[src/rtl/hazard_sequencer_pkg.sv]
// Shared definitions for the five-stage pipeline sequencer: opcodes, NOP encoding,
// FSM state encoding and operand-usage decode helpers.
package hazard_sequencer_pkg;

   localparam logic [3:0] OP_ADD  = 4'h0;
   localparam logic [3:0] OP_SUB  = 4'h1;
   localparam logic [3:0] OP_AND  = 4'h2;
   localparam logic [3:0] OP_OR   = 4'h3;
   localparam logic [3:0] OP_SLL  = 4'h4;
   localparam logic [3:0] OP_SRL  = 4'h5;
   localparam logic [3:0] OP_SRA  = 4'h6;
   localparam logic [3:0] OP_RL   = 4'h7;
   localparam logic [3:0] OP_LW   = 4'h8;
   localparam logic [3:0] OP_SW   = 4'h9;
   localparam logic [3:0] OP_LHB  = 4'hA;
   localparam logic [3:0] OP_LLB  = 4'hB;
   localparam logic [3:0] OP_B    = 4'hC;
   localparam logic [3:0] OP_JAL  = 4'hD;
   localparam logic [3:0] OP_JR   = 4'hE;
   localparam logic [3:0] OP_EXEC = 4'hF;

   localparam logic [15:0] NOP_INSTR = 16'h0000;

   typedef enum logic {
      ST_RUN  = 1'b0,
      ST_WAIT = 1'b1
   } state_t;

   function automatic logic reads_rs(input logic [3:0] op);
      return (op <= OP_SW);
   endfunction

   function automatic logic reads_rt(input logic [3:0] op);
      return (op <= OP_OR);
   endfunction

   // SW stores Rd, LHB merges into Rd, JR/EXEC use Rd as the target address.
   function automatic logic reads_rd(input logic [3:0] op);
      return (op == OP_SW) || (op == OP_LHB) || (op == OP_JR) || (op == OP_EXEC);
   endfunction

endpackage

[src/rtl/hazard_sequencer_hazard_detect.sv]
// Combinational load-use detector: flags when the instruction in EX is a load whose
// destination is a register the decode-stage instruction reads.
module hazard_detect
   import hazard_sequencer_pkg::*;
#(
   parameter int ISIZE = 16,
   parameter int RSIZE = 4
) (
   input  logic [ISIZE-1:0] id_instr,
   input  logic [3:0]       ex_op,
   input  logic [RSIZE-1:0] ex_rd,
   output logic             load_use
);

   logic [3:0]       w_op;
   logic [RSIZE-1:0] w_rs;
   logic [RSIZE-1:0] w_rt;
   logic [RSIZE-1:0] w_rd;
   logic             w_hit_rs;
   logic             w_hit_rt;
   logic             w_hit_rd;

   assign w_op = id_instr[ISIZE-1:ISIZE-4];
   assign w_rd = id_instr[3*RSIZE-1:2*RSIZE];
   assign w_rs = id_instr[2*RSIZE-1:RSIZE];
   assign w_rt = id_instr[RSIZE-1:0];

   assign w_hit_rs = reads_rs(w_op) && (w_rs == ex_rd);
   assign w_hit_rt = reads_rt(w_op) && (w_rt == ex_rd);
   assign w_hit_rd = reads_rd(w_op) && (w_rd == ex_rd);

   // R0 is hardwired zero, so a load into it never creates a dependency.
   assign load_use = (ex_op == OP_LW) && (ex_rd != '0) && (w_hit_rs || w_hit_rt || w_hit_rd);

endmodule

[src/rtl/hazard_sequencer.sv]
// Pipeline sequencing controller: owns pipeline-register enables and flushes, handles
// load-use bubbles, taken-branch squashes and data-memory wait with timeout.
module hazard_sequencer
   import hazard_sequencer_pkg::*;
#(
   parameter int ISIZE       = 16,
   parameter int RSIZE       = 4,
   parameter int MEM_TIMEOUT = 64,
   parameter int CNT_W       = 16
) (
   input  logic             clk,
   input  logic             rst_n,
   input  logic [ISIZE-1:0] id_instr,
   input  logic             ex_taken,
   input  logic             mem_req,
   input  logic             mem_ready,
   output logic             pc_we,
   output logic             ifid_we,
   output logic             idex_we,
   output logic             exmem_we,
   output logic             memwb_we,
   output logic             ifid_flush,
   output logic             idex_flush,
   output logic [CNT_W-1:0] stall_cycles,
   output logic             mem_err
);

   localparam int WCNT_W = $clog2(MEM_TIMEOUT + 1);
   localparam logic [WCNT_W-1:0] TIMEOUT_VAL = WCNT_W'(MEM_TIMEOUT);

   state_t           r_state;
   state_t           w_state_next;
   logic [WCNT_W-1:0] r_wait_cnt;
   logic [WCNT_W-1:0] w_wait_next;
   logic [3:0]       r_ex_op;
   logic [RSIZE-1:0] r_ex_rd;
   logic [CNT_W-1:0] r_stall_cycles;
   logic             r_mem_err;
   logic             w_freeze;
   logic             w_load_use;

   assign w_freeze = mem_req & ~mem_ready;

   hazard_detect #(
      .ISIZE (ISIZE),
      .RSIZE (RSIZE)
   ) u_hazard_detect (
      .id_instr (id_instr),
      .ex_op    (r_ex_op),
      .ex_rd    (r_ex_rd),
      .load_use (w_load_use)
   );

   always_ff @(posedge clk or negedge rst_n) begin
      if (!rst_n) begin
         r_state <= ST_RUN;
      end else begin
         r_state <= w_state_next;
      end
   end

   always_comb begin
      w_state_next = r_state;
      case (r_state)
         ST_RUN:  if (w_freeze)  w_state_next = ST_WAIT;
         ST_WAIT: if (!w_freeze) w_state_next = ST_RUN;
         default: w_state_next = ST_RUN;
      endcase
   end

   always_comb begin
      pc_we      = 1'b1;
      ifid_we    = 1'b1;
      idex_we    = 1'b1;
      exmem_we   = 1'b1;
      memwb_we   = 1'b1;
      ifid_flush = 1'b0;
      idex_flush = 1'b0;
      if (w_freeze) begin
         pc_we    = 1'b0;
         ifid_we  = 1'b0;
         idex_we  = 1'b0;
         exmem_we = 1'b0;
         memwb_we = 1'b0;
      end else if (ex_taken) begin
         ifid_flush = 1'b1;
         idex_flush = 1'b1;
      end else if (w_load_use) begin
         pc_we      = 1'b0;
         ifid_we    = 1'b0;
         idex_flush = 1'b1;
      end
   end

   // Counter value for the current freeze cycle: 1 on entry, saturating at the timeout.
   always_comb begin
      w_wait_next = '0;
      if (w_freeze) begin
         if (r_state == ST_RUN) begin
            w_wait_next = WCNT_W'(1);
         end else if (r_wait_cnt == TIMEOUT_VAL) begin
            w_wait_next = r_wait_cnt;
         end else begin
            w_wait_next = r_wait_cnt + WCNT_W'(1);
         end
      end
   end

   always_ff @(posedge clk or negedge rst_n) begin
      if (!rst_n) begin
         r_wait_cnt <= '0;
         r_mem_err  <= 1'b0;
      end else begin
         r_wait_cnt <= w_wait_next;
         if (w_freeze && (w_wait_next == TIMEOUT_VAL)) begin
            r_mem_err <= 1'b1;
         end
      end
   end

   // Only opcode and Rd of the EX instruction matter for hazard detection.
   always_ff @(posedge clk or negedge rst_n) begin
      if (!rst_n) begin
         r_ex_op <= NOP_INSTR[15:12];
         r_ex_rd <= '0;
      end else if (idex_we) begin
         if (idex_flush) begin
            r_ex_op <= NOP_INSTR[15:12];
            r_ex_rd <= '0;
         end else begin
            r_ex_op <= id_instr[ISIZE-1:ISIZE-4];
            r_ex_rd <= id_instr[3*RSIZE-1:2*RSIZE];
         end
      end
   end

   always_ff @(posedge clk or negedge rst_n) begin
      if (!rst_n) begin
         r_stall_cycles <= '0;
      end else if (!pc_we && (r_stall_cycles != '1)) begin
         r_stall_cycles <= r_stall_cycles + CNT_W'(1);
      end
   end

   assign stall_cycles = r_stall_cycles;
   assign mem_err      = r_mem_err;

endmodule

[config.mk]
export PLATFORM = sky130hd
export DESIGN_NAME = hazard_sequencer
export DESIGN_NICKNAME = d
export VERILOG_FILES = /design/src/rtl/hazard_sequencer_pkg.sv /design/src/rtl/hazard_sequencer_hazard_detect.sv /design/src/rtl/hazard_sequencer.sv
export SDC_FILE = /design/constraint.sdc
export NUM_CORES = 1
export LEC_CHECK = 0
export ABC_CLOCK_PERIOD_IN_PS = 1800
export CAP_MARGIN = 20
export CORE_UTILIZATION = 25
export CTS_BUF_LIST = sky130_fd_sc_hd__clkbuf_16
export DETAILED_ROUTE_END_ITERATION = 16
export PLACE_DENSITY_LB_ADDON = 0.15
export SLEW_MARGIN = 5
export SYNTH_ARGS = -nofsm -noshare
export SYNTH_HDL_FRONTEND = slang
export SYNTH_SLANG_ARGS = --single-unit
[constraint.sdc]
create_clock -name clk -period 1.8 [get_ports clk]
set_input_delay 0.27 -clock clk [delete_from_list [all_inputs] [get_ports clk]]
set_output_delay 0.27 -clock clk [all_outputs]
set_load 0.02 [all_outputs]
---- After elaboration in Yosys (flattened, before gate mapping) ----
Index checks and enable logic that the tools add are counted.
operators by class
  add/sub/neg operators ................... 2
  reductions and logical operators ........ 14
  order comparisons ....................... 2
  mux-type cells .......................... 15
  equality and inequality tests ........... 11
  bitwise gates (word level) .............. 2
operators with widths
  kind                     count
  $mux W7                  3
  $eq A4 B4 Y1 const B     5
  $add A16 B1 Y16 const B  1
  $ne A16 B16 Y1 const B   1
  $eq A7 B7 Y1 const B     2
  $eq A4 B4 Y1             3
  $mux W1                  10
  $mux W4                  2
  $add A7 B1 Y7 const B    1
  $logic_and A1 B1 Y1      7
  $logic_or A1 B1 Y1       5
  $le A4 B2 Y1 const B     1
  $le A4 B4 Y1 const B     1
  $reduce_bool A4 Y1       1
  $and A1 B1 Y1            1
  $logic_not A1 Y1         1
  $not A1 Y1               1
storage, ports and cells
  output and inout port bits .............. 24
  register bits after elaboration ......... 33

---- Logic depth before layout (Yosys ltp) ----
  depth after elaboration ................. 12
  depth in mapped cells ................... 10
  depth with buffers taken out ............ 9

---- Hierarchy ----
From an unflattened synthesis, not the netlist that was laid out.
second synthesis, totals
  cells, all modules ...................... 178
  area, all modules ....................... 1821.7 um^2
modules (own cells, without submodules)
  module            times used  cells each  area an instance (um^2)
  hazard_sequencer  1           153         1630.3
  hazard_detect     1           25          191.4

---- Least setup slack after synthesis ----
Ideal clock, no wire load.
  kind .................................... register -> register
  from .................................... register r_stall_cycles[0], in the netlist stall_cycles[0]
  to ...................................... register r_stall_cycles[4], in the netlist stall_cycles[4]
  data required time ...................... 1.670 ns
  path slack .............................. -0.338 ns
  arrival time ............................ 2.008 ns
  cell stages (with the launch flop) ...... 11
  path through ............................ dfrtp_1 -> ha_1 -> clkbuf_1 -> nand4_1 -> nor4_1 -> or3_1 -> o22a_1 -> nand2_2 -> buf_6 -> nand4_1 -> xnor2_1
on the way
  word-level cells in the longest chain between the ends .. 2
RTL lines
  item                                                                     line                     source
  start: declaration                                                       hazard_sequencer.sv:37   logic [CNT_W-1:0] r_stall_cycles;
  start signal: assignment                                                 hazard_sequencer.sv:141  r_stall_cycles <= r_stall_cycles + CNT_W'(1);
  parallel branches: the longest is 2 deep, another holds $add A16 B1 Y16  n/a
Several ways; the timed one is not identified.
A chain may end at the register's enable or synchronous reset.

---- Final worst setup path ----
  from .................................... register r_ex_rd[3]
  to ...................................... output port pc_we
on the way
  word-level cells in the longest chain between the ends .. 8
RTL lines
  item                                    line                                                                        source
  start: declaration                      hazard_sequencer.sv:36                                                      logic [RSIZE-1:0] r_ex_rd;
  start signal: assignment                hazard_sequencer.sv:132                                                     r_ex_rd <= id_instr[3*RSIZE-1:2*RSIZE];
  $eq A4 B4 Y1 (on tied branches)         hazard_sequencer_hazard_detect.sv:28, hazard_sequencer_hazard_detect.sv:29
  $logic_and A1 B1 Y1 (on tied branches)  hazard_sequencer_hazard_detect.sv:28, hazard_sequencer_hazard_detect.sv:29
  $logic_or A1 B1 Y1 (2 in series)        hazard_sequencer_hazard_detect.sv:33                                        assign load_use = (ex_op == OP_LW) && (ex_rd != '0) && (w_hit_rs || w_hit_rt || w_hit_rd);
  $logic_and A1 B1 Y1 (*)                 hazard_sequencer_hazard_detect.sv:33
  $mux W1 (*)                             hazard_sequencer.sv:88                                                      end else if (w_load_use) begin
  $mux W1 (*)                             hazard_sequencer.sv:85                                                      end else if (ex_taken) begin
  $mux W1 (*)                             hazard_sequencer.sv:79                                                      if (w_freeze) begin
  end: declaration                        hazard_sequencer.sv:17                                                      output logic pc_we,
Every way passes the cells marked *; elsewhere a longest branch is shown, timed or not.

==> flow_metrics.py <==
metrics = {
    "final_layout": {
        "drive_above_1_share": 0.3759,
        "syn_to_final_growth_pct": 75.02,
        "nNetsFinal": 297,
        "diodes": 0,
    },
    "critical_path": {
        "crit_arrival_ns": 1.82,
        "crit_family": "buffers and inverters",
        "cp.required_ns": 1.53,
        "path_max_fanout": 5,
        "critPathMostFrequentCell": "buf_4",
        "timing.critical_path.cells": "buf_4 -> o41ai_4 -> buf_4 -> a21oi_2 -> buf_4 -> a21oi_4 -> buf_6",
        "end_kind": "output port",
        "cp_slowest_cell": "dfrtp_2",
        "critPathBufInv": 4,
        "criticalPathCategory": "register to output port",
        "cp-start-kind": "register",
        "cpPeakStageDelay_ns": 0.45,
    },
    "clock_network": {
        "clockRootBuffer": "clkbuf_16",
        "clock_latency_ns": 0.28,
        "ctsHoldBuffers": 0,
        "cts-buffers-inserted": 5,
        "clk_pin_slew_ns": 0.05,
        "clock-sinks": 33,
        "clock_path_buffers": 2,
        "cts_tree": "done",
        "htree_levels": 2,
    },
    "synthesis": {
        "synth_ff_type": "dfrtp_1",
        "synth_top_area_share": 0.4645,
        "synthesis.nets": 200,
        "postSynthCellCount": 176,
        "synth.area.top_cells": "dfrtp_1 (46%), xnor2_1 (13%), a22o_1 (3.9%)",
        "synth_warnings": 0,
        "synth_most_common_cell": "dfrtp_1",
        "synthTopCellsByCount": "dfrtp_1 (33), xnor2_1 (27), nor2_1 (15), nand3_1 (13), nand4_1 (11)",
        "netlist_area_sq_um": 1778,
        "synth_edf_count": 0,
        "yosysSeqAreaShare": 0.4645,
        "synth-async-reset-ratio": 1.000,
        "synth_top_cell_by_area": "dfrtp_1",
        "synth_area_per_cell_sq_um": 10.10,
        "synth_seq_cells": 33,
        "synth.distinct_cells": 36,
    },
    "routing": {
        "avgRoutedWirePerCell_um": 13.41,
        "drt-total-wl_mm": 4.962,
        "vias_per_cell": 4.319,
        "firstDrtPassIters": 4,
        "num_vias": 1598,
        "drc": 0,
        "drt_first_iter_violations": 66,
        "ant_nets": 0,
    },
    "sta": {
        "hold_viol_final": 0,
        "finalSetupViolations": 27,
        "totalNegativeSetupSlack_ns": -5.718,
        "setup_slack_ns": -0.2924,
        "slew_headroom": 0.7095,
        "worst_slew_pin_slew_ns": 0.4358,
        "fin_skew_ns": 0.003909,
        "fmax_mhz": 477.9,
        "finalCritPeriodShare": 1.162,
        "fin_hold_ws_ns": 0.4169,
        "min_period_ns": 2.092,
        "rsz0062_at_grt": "true",
        "slew_violations": 0,
    },
    "global_routing": {
        "overflow": 0,
        "grt_pass1_wl_mm": 8.142,
        "grt_pass1_vias": 1720,
        "antenna_found_initial": 0,
        "grt_usage": 0.1423,
        "grt_max_degree": 34,
    },
    "floorplan": {
        "fp.dieW_um": 86.33,
        "die_h_um": 86.33,
        "initial_core_util": 0.2603,
        "die_area_sq_um": 7453,
        "rows": 30,
        "io_pins": 45,
        "core-area_sq_um": 6832,
    },
    "run": {
        "maxCapViolCount": 0,
    },
    "placed_design": {
        "dp_hpwl_mm": 3.467,
        "io_buffers": 44,
        "gp_congestion": 0.7391,
    },
    "power": {
        "irDropWorstVdd_v": 0.0005921,
        "leakagePower_nw": 1.332,
        "power_density_nw_per_um2": 833.1,
    },
    "outcome": {
        "outcome": "finished with violations",
        "violations": "negative setup slack",
    },
    "hold_path": {
        "hold_path_class": "input pin to asynchronous set/reset pin",
    },
}
-- metrics by stage --
step                        util  setup slack, ns  cell area [sq um]  std cells  power, mW
final                     0.4555          -0.2924               3112        370      2.592
after floorplan                -          -0.2243               1803        176      1.250
after detailed placement  0.3897          -0.7195               2663        352      1.649
after global routing      0.4555          -0.4101               3112        370      2.724
after CTS                 0.4363          -0.2761               2980        367      2.560
after global placement    0.3897          -0.7284               2663        352      1.657
-- logic make-up (layout without fill, tap and decap cells) --
kind of cell             count (synthesis)  in the layout  synth area share
AND/OR/NAND/NOR                         67             67            0.2027
XOR/XNOR                                34             34            0.1675
flip-flops                              33             33            0.4645
AO/OA/AOI/OAI                           20             20           0.08586
buffers and inverters                   17            115           0.04645
adder cells (fa/ha/maj)                  3              3           0.02111
multiplexers                             2              2           0.01196
-- state kept, by name (all words and copies together) (netlist names) --
signal        count
r_wait_cnt        7
r_ex_op           4
r_state           1
stall_cycles     16
r_ex_rd           4
mem_err           1
-- what timing repair did --
action	CTS	global route
endpoints found under the setup margin	31	28
gates cloned	1	0
pin swaps	32	20
setup buffers	7	5
gates resized for setup	46	17
-- where the power goes --
| group | switching, mW | internal, mW |
|---|---|---|
| Sequential | 0.0727 | 0.828 |
| Combinational | 0.417 | 0.463 |
| Clock | 0.309 | 0.502 |
-- routing by layer --
layer	vias up	wire (um)	global-route usage
li1	803	-	-
met1	769	2399	0.1907
met2	20	2373	0.2287
met3	6	128	0.02857
met4	0	61	0.05000
met5	-	0	0
-- final timing paths --
check                                        from                      endpoint  slack, ns  cells after the start
max in group asynchronous                   rst_n        r_ex_rd[2]$_DFFE_PN0N_       1.05                      2
hold / removal                              rst_n  stall_cycles[13]$_DFFE_PN0P_       0.42                      2
hold reg to reg               mem_err$_DFFE_PN0P_           mem_err$_DFFE_PN0P_       0.48                      1
setup / recovery           r_ex_rd[3]$_DFFE_PN0N_                         pc_we      -0.29                      7
min in group clk              mem_err$_DFFE_PN0P_           mem_err$_DFFE_PN0P_       0.48                      1
setup reg to reg           r_ex_op[1]$_DFFE_PN0N_   stall_cycles[1]$_DFFE_PN0P_      -0.25                      7
-- layout make-up --
class / instances / area [sq um]
inverter: 5 / 18.77
timing repair buffer: 102 / 922.1
clock buffer: 5 / 125.1
fill: 681 / 3720
tap: 96 / 120.1
clock inverter: 3 / 13.76
sequential: 33 / 833.3
multi-input combinational: 126 / 1079
-- cells in the final DEF, fill, tap and decap left out, drive strengths merged, types with 2 or more instances in the layout --
cell type      netlist  layout
or3                  2       2
dfrtp               33      33
nor2b                2       2
a21oi                3       3
clkbuf               7       5
and2                 2       2
inv                  5       6
nand3               13      13
xnor2               27      27
clkinv               0       2
ha                   3       3
and3                 6       6
o21ai                2       2
nor2                15      15
nand2                8       8
clkdlybuf4s50        0      37
nand4               11      11
buf                  5      61
dlygate4sd2          0       4
nor3                 5       5
a22o                 8       8
xor2                 7       7
Power figures use the tool's default switching activity.
